### src/rtl/qblock_pkg.sv
// rtl/qblock_pkg.sv - shared types, encodings and bump table for the question block sprite
package qblock_pkg;

    typedef enum logic [1:0] {
        ST_ACTIVE = 2'd0,
        ST_BUMP   = 2'd1,
        ST_EMPTY  = 2'd2
    } qblock_state_e;

    localparam int SPRITE_W_DEF = 20;
    localparam int SPRITE_H_DEF = 20;

    localparam logic [1:0] FRAME_Q0    = 2'd0;
    localparam logic [1:0] FRAME_Q1    = 2'd1;
    localparam logic [1:0] FRAME_Q2    = 2'd2;
    localparam logic [1:0] FRAME_EMPTY = 2'd3;

    // Upward pixel shift of the block while it is bouncing, indexed by bump step.
    function automatic logic [9:0] bump_offset(input logic [2:0] idx);
        logic [9:0] off;
        case (idx)
            3'd0:    off = 10'd0;
            3'd1:    off = 10'd2;
            3'd2:    off = 10'd4;
            3'd3:    off = 10'd6;
            3'd4:    off = 10'd6;
            3'd5:    off = 10'd4;
            3'd6:    off = 10'd2;
            default: off = 10'd0;
        endcase
        return off;
    endfunction

endpackage

### src/rtl/qblock_addr_gen.sv
// rtl/qblock_addr_gen.sv - combinational pixel-to-sprite-ROM address mapping
module qblock_addr_gen
    import qblock_pkg::*;
#(
    parameter int SPRITE_W = SPRITE_W_DEF,
    parameter int SPRITE_H = SPRITE_H_DEF
) (
    input  logic [9:0] draw_x,
    input  logic [9:0] draw_y,
    input  logic [9:0] block_x,
    input  logic [9:0] block_y,
    input  logic [9:0] offset,
    output logic       in_block,
    output logic [8:0] read_address
);

    logic [9:0]  top;
    logic [9:0]  dx;
    logic [9:0]  dy;
    logic [19:0] linear;

    // Pixels left of / above the sprite wrap to large values and fall outside the bounds test.
    always_comb begin
        top          = (offset > block_y) ? 10'd0 : (block_y - offset);
        dx           = draw_x - block_x;
        dy           = draw_y - top;
        in_block     = (32'(dx) < 32'(SPRITE_W)) && (32'(dy) < 32'(SPRITE_H));
        linear       = 20'(dy) * 20'(SPRITE_W) + 20'(dx);
        read_address = in_block ? linear[8:0] : 9'd0;
    end

endmodule

### src/rtl/qblock_sprite_ctrl.sv
// rtl/qblock_sprite_ctrl.sv - question block animation, hit/bump FSM and sprite address pipeline
module qblock_sprite_ctrl
    import qblock_pkg::*;
#(
    parameter int SPRITE_W    = SPRITE_W_DEF,
    parameter int SPRITE_H    = SPRITE_H_DEF,
    parameter int ANIM_PERIOD = 8,
    parameter int BUMP_LEN    = 8
) (
    input  logic       Clk,
    input  logic       Reset_n,
    input  logic       frame_tick,
    input  logic       hit,
    input  logic       level_reset,
    input  logic [9:0] draw_x,
    input  logic [9:0] draw_y,
    input  logic [9:0] block_x,
    input  logic [9:0] block_y,
    output logic [8:0] read_address,
    output logic [1:0] frame_sel,
    output logic       in_block,
    output logic       coin_spawn,
    output logic       used
);

    localparam int AW = (ANIM_PERIOD > 1) ? $clog2(ANIM_PERIOD) : 1;
    localparam int BW = (BUMP_LEN > 1) ? $clog2(BUMP_LEN) : 1;
    localparam logic [AW-1:0] ANIM_LAST = AW'(ANIM_PERIOD - 1);
    localparam logic [BW-1:0] BUMP_LAST = BW'(BUMP_LEN - 1);

    qblock_state_e   state_q, state_d;
    logic [AW-1:0]   anim_cnt_q, anim_cnt_d;
    logic [1:0]      anim_frame_q, anim_frame_d;
    logic [BW-1:0]   bump_cnt_q, bump_cnt_d;
    logic            coin_q, coin_d;
    logic [1:0]      frame_sel_q, frame_sel_d;
    logic            used_q, used_d;
    logic            in_block_q;
    logic [8:0]      read_address_q;

    logic [9:0]      offset;
    logic            in_block_c;
    logic [8:0]      read_address_c;

    always_comb begin
        state_d      = state_q;
        anim_cnt_d   = anim_cnt_q;
        anim_frame_d = anim_frame_q;
        bump_cnt_d   = bump_cnt_q;
        coin_d       = 1'b0;

        if (level_reset) begin
            state_d      = ST_ACTIVE;
            anim_cnt_d   = '0;
            anim_frame_d = FRAME_Q0;
            bump_cnt_d   = '0;
        end else begin
            case (state_q)
                ST_ACTIVE: begin
                    // A hit takes precedence over an animation step in the same cycle.
                    if (hit) begin
                        state_d    = ST_BUMP;
                        bump_cnt_d = '0;
                        anim_cnt_d = '0;
                        coin_d     = 1'b1;
                    end else if (frame_tick) begin
                        if (anim_cnt_q == ANIM_LAST) begin
                            anim_cnt_d   = '0;
                            anim_frame_d = (anim_frame_q == FRAME_Q2) ? FRAME_Q0
                                                                      : anim_frame_q + 2'd1;
                        end else begin
                            anim_cnt_d = anim_cnt_q + 1'b1;
                        end
                    end
                end
                ST_BUMP: begin
                    if (frame_tick) begin
                        if (bump_cnt_q == BUMP_LAST) begin
                            state_d    = ST_EMPTY;
                            bump_cnt_d = '0;
                        end else begin
                            bump_cnt_d = bump_cnt_q + 1'b1;
                        end
                    end
                end
                ST_EMPTY: ;
                default: state_d = ST_ACTIVE;
            endcase
        end

        frame_sel_d = (state_d == ST_ACTIVE) ? anim_frame_d : FRAME_EMPTY;
        used_d      = (state_d != ST_ACTIVE);
    end

    always_ff @(posedge Clk or negedge Reset_n) begin
        if (!Reset_n) begin
            state_q      <= ST_ACTIVE;
            anim_cnt_q   <= '0;
            anim_frame_q <= FRAME_Q0;
            bump_cnt_q   <= '0;
            coin_q       <= 1'b0;
            frame_sel_q  <= FRAME_Q0;
            used_q       <= 1'b0;
        end else begin
            state_q      <= state_d;
            anim_cnt_q   <= anim_cnt_d;
            anim_frame_q <= anim_frame_d;
            bump_cnt_q   <= bump_cnt_d;
            coin_q       <= coin_d;
            frame_sel_q  <= frame_sel_d;
            used_q       <= used_d;
        end
    end

    assign offset = (state_q == ST_BUMP) ? bump_offset(3'(bump_cnt_q)) : 10'd0;

    qblock_addr_gen #(
        .SPRITE_W (SPRITE_W),
        .SPRITE_H (SPRITE_H)
    ) u_addr_gen (
        .draw_x       (draw_x),
        .draw_y       (draw_y),
        .block_x      (block_x),
        .block_y      (block_y),
        .offset       (offset),
        .in_block     (in_block_c),
        .read_address (read_address_c)
    );

    always_ff @(posedge Clk or negedge Reset_n) begin
        if (!Reset_n) begin
            in_block_q     <= 1'b0;
            read_address_q <= 9'd0;
        end else begin
            in_block_q     <= in_block_c;
            read_address_q <= read_address_c;
        end
    end

    assign read_address = read_address_q;
    assign in_block     = in_block_q;
    assign frame_sel    = frame_sel_q;
    assign coin_spawn   = coin_q;
    assign used         = used_q;

endmodule

### config.mk
export PLATFORM = sky130hd
export DESIGN_NAME = qblock_sprite_ctrl
export DESIGN_NICKNAME = d
export VERILOG_FILES = /design/src/rtl/qblock_pkg.sv /design/src/rtl/qblock_addr_gen.sv /design/src/rtl/qblock_sprite_ctrl.sv
export SDC_FILE = /design/constraint.sdc
export NUM_CORES = 1
export LEC_CHECK = 0
export BUFFER_PORTS_ARGS = -buffer_cell sky130_fd_sc_hd__buf_2
export CORE_AREA = 2 2 71 79
export CTS_BUF_LIST = sky130_fd_sc_hd__clkbuf_8
export CTS_CLUSTER_SIZE = 28
export DETAILED_ROUTE_END_ITERATION = 7
export DIE_AREA = 0 0 73 81
export GPL_ROUTABILITY_DRIVEN = 0
export PLACE_DENSITY = 0.88
export SYNTH_ARGS = -nofsm -noshare
export SYNTH_HDL_FRONTEND = slang
export SYNTH_SLANG_ARGS = --single-unit
### constraint.sdc
create_clock -name Clk -period 6.78 [get_ports Clk]
set_input_delay 1.356 -clock Clk [delete_from_list [all_inputs] [get_ports Clk]]
set_output_delay 1.356 -clock Clk [all_outputs]
set_load 0.005 [all_outputs]
==> results.yml <==
placed_design:
  placed_area_sq_um: 3058
  dp_hpwl_um: 4829
  io_buffers: 58
  post-place-ws_ns: 1.048
  placed_cells: 414
pwr:
  power_leakage_nw: 1.555
  p_int_mw: 0.3811
  power_frac_seq_pct: 24.0
  pwr-share-comb_pct: 55.7
  swShare_pct: 38.08
  ir_worst_vdd_uv: 93.38
  switching_power_mw: 0.2344
  pwr-share-clk_pct: 20.2
  power.density_nw_per_um2: 196.7
setup_path:
  path_class: "in -> reg"
  crit_fanout: 7
  reg2reg_to: "read_address[8]"
  reg2reg_depth: 24
  cp-endpoint: "read_address[8]"
  arrival_ns: 5.60
  startpoint: "block_y[5]"
  reg2reg_from: "bump_cnt_q[0]"
  critPathRequiredTime_ns: 6.91
  end_kind: "flop"
  crit_path_start_kind: "primary input"
  reg2reg_slack_ns: 1.44
clock_network:
  clk_latency_ns: 0.27
  clk_pin_slew_ns: 0.08
  cts_tree: "yes"
  clock-sinks: 24
  numCtsBuffers: 3
  clockBufferDepth: 2
  postCtsSetupBuffers: 0
  htreeDepth: 1
  cts_root_buf: "clkbuf_8"
  cts_hold_buf: 0
  cts-resized-gates: 0
routing:
  wl_per_cell_um: 13.93
  num_vias: 2382
  vias_per_cell: 5.699
  ant_nets: 0
  drt-total-wl_um: 5824
  drtIter0Drc: 79
  drc: 0
  first_pass_iters: 4
timing:
  finalSetupViolCount: 0
  fin_crit_ns: 5.474
  fin_worst_skew_ns: 0.007054
  hold_violations: 0
  period_share_pct: 80.74
  clock.fmax_mhz: 182.7
  drv_slew: 0
  rsz0062_at_grt: "false"
  relSlewSlack_pct: 60.00
  layout_setup_ws_ns: 1.306
  fin_setup_tns_ns: 0
  max_slew.worst_pin.slew_ns: 0.5992
floorplanning:
  core_sq_um: 5220
  die_area_sq_um: 5913
  fp.dieW_um: 73
  rows: 28
  initial_core_util_pct: 52.44
  die_h_um: 81
  ioPinCount: 59
layout:
  fin_area_sq_um: 3129
  diodes: 0
  fillers: 446
  nets: 449
  area.growth.synth_to_final_pct: 14.31
  final_cells: 418
  drive_above_1_share_pct: 22.63
synth:
  synth_top_family_by_area: "adder cells"
  yosys_warnings: 0
  seq_area_frac_synth_pct: 21.94
  netlist.area_leader.share_pct: 21.94
  syn_area_sq_um: 2738
  synthMuxAreaShare_pct: 1.554
  synthArstFlopShare_pct: 100.0
  synthAdderAreaFrac_pct: 21.94
  synth_edf_count: 0
  synth-xor-area-share_pct: 9.781
  synthCells: 304
  synth_simple_gate_area_share_pct: 20.80
  ys.flop_type: "dfrtp_1"
  synth_compound_area_share_pct: 19.06
  avgSynthCellArea_sq_um: 9.005
  ys_ff_latch: 24
  syn-num-nets: 394
  yosysTopAreaCell: "dfrtp_1"
  synth_cell_types: 56
  synth.area.top_cells: "dfrtp_1, ha_1, xor2_1"
global_routing:
  grt_pass1_vias: 2236
  grt_remaining_overflow: 0
  grt_pass1_wl_um: 9259
  grt_start_max_net_pins: 25
  track_usage_pct: 19.29
  antenna_found_initial: 0
run:
  max_cap_viol_count: 0
run_status:
  status: "finished clean"
worst_hold_path:
  hold_path.class: "reg -> reg"
## sequential cells by signal (all words and copies together) (netlist names)
signal,count
frame_sel,2
bump_cnt_q,3
used,1
state_q,2
anim_frame_q,2
coin_spawn,1
read_address,9
in_block,1
anim_cnt_q,3
## per-stage QoR
step                      power, mW  utilization [%]  hold slack, ns
final                        0.6154            59.95          0.5719
after global routing         0.6605            59.95          0.6143
after CTS                    0.6170            59.95          0.5762
after detailed placement     0.4917            58.58          0.5577
after global placement       0.4769            58.58          0.5252
after floorplan              0.4236                -          0.5081
## Yosys cell counts (3+ instances only)
cell,number
nor3_2,6
nand3_1,10
a21o_1,8
nand2b_1,7
ha_1,40
a211oi_1,4
xnor2_1,13
nor2b_1,6
xor2_1,15
a21oi_1,21
dfrtp_1,24
nor3b_2,3
a31oi_1,3
nor2_1,27
nor3_1,12
clkbuf_1,6
nand2_1,8
a22o_1,3
o21a_1,6
nand4_1,3
o21ai_0,9
inv_1,24
nor3b_1,3
fa_1,5
## logic make-up (layout without fill, tap and decap cells)
family,Yosys count,after routing
compound gates,74,74
buf+inv,32,86
simple gates,96,96
mux,4,4
xor+xnor,29,29
flops,24,24
fa+ha+maj,45,45
## metal layers
metal	GRT usage (%)	wire [um]
met4	3.704	16
met5	0	0
met2	37.75	3190
met1	22.48	2484
met3	1.737	134
## layout by cell type, fill, tap and decap left out, types with 3 or more instances in the layout
| master | synthesis | routed |
|---|---|---|
| nor2b_1 | 6 | 6 |
| a31oi_1 | 3 | 3 |
| dfrtp_1 | 24 | 24 |
| xor2_1 | 15 | 15 |
| nor3b_1 | 3 | 3 |
| ha_1 | 40 | 40 |
| nor3b_2 | 3 | 3 |
| nand4_1 | 3 | 3 |
| nand2_1 | 8 | 8 |
| a21o_1 | 8 | 8 |
| a21oi_1 | 21 | 21 |
| o21ai_0 | 9 | 9 |
| a211oi_1 | 4 | 4 |
| a22o_1 | 3 | 3 |
| xnor2_1 | 13 | 13 |
| fa_1 | 5 | 5 |
| nor2_1 | 27 | 27 |
| nand2b_1 | 7 | 7 |
| nand3_1 | 10 | 10 |
| o21a_1 | 6 | 6 |
| inv_1 | 24 | 24 |
| nor3_2 | 6 | 6 |
| clkbuf_8 | 0 | 3 |
| buf_2 | 0 | 58 |
| nor3_1 | 12 | 12 |
## worst max-delay path, stage by stage
cell       delay (ns)
buf_2            0.12
or4_4            0.57
nor3_1           0.27
nand2_1          0.23
nand2b_1         0.20
ha_1             0.25
nor2b_1          0.15
nor3_1           0.28
a2bb2oi_1        0.29
ha_1             0.28
ha_1             0.23
fa_1             0.45
ha_1             0.30
inv_1            0.09
o21bai_1         0.08
a21oi_1          0.14
nor2_1           0.06
xnor2_1          0.20
nor3_2           0.05
## power by group through the flow
stage | Sequential (mW) | Combinational (mW) | Clock (mW)
2_1_floorplan | 0.151 | 0.273 | 0
3_3_place_gp | 0.150 | 0.327 | 0
3_5_place_dp | 0.151 | 0.341 | 0
4_1_cts | 0.148 | 0.344 | 0.125
5_1_grt | 0.148 | 0.381 | 0.132
6_report | 0.148 | 0.343 | 0.125
## area by class of cell
| class | instances | area, sq um | area share, % |
|---|---|---|---|
| Tap cell | 60 | 75.07 | 2.399 |
| Timing Repair Buffer | 58 | 290.3 | 9.276 |
| Inverter | 24 | 90.09 | 2.879 |
| Multi-Input combinational cell | 248 | 2002 | 63.97 |
| Clock inverter | 1 | 30.03 | 0.9596 |
| Sequential cell | 24 | 600.6 | 19.19 |
| Clock buffer | 3 | 41.29 | 1.319 |
## worst min path at each step
stage / from / to / slack [ns] / cells past startpoint
finish: anim_cnt_q[1] / anim_cnt_q[1] / 0.57 / 2
global route: anim_cnt_q[1] / anim_cnt_q[1] / 0.61 / 2
CTS: anim_cnt_q[2] / anim_cnt_q[2] / 0.58 / 2
detailed placement: anim_cnt_q[2] / anim_cnt_q[2] / 0.56 / 2
global placement: anim_frame_q[0] / anim_frame_q[0] / 0.53 / 2
floorplan: anim_cnt_q[1] / anim_cnt_q[1] / 0.51 / 2
(Power assumes the default switching activity.)
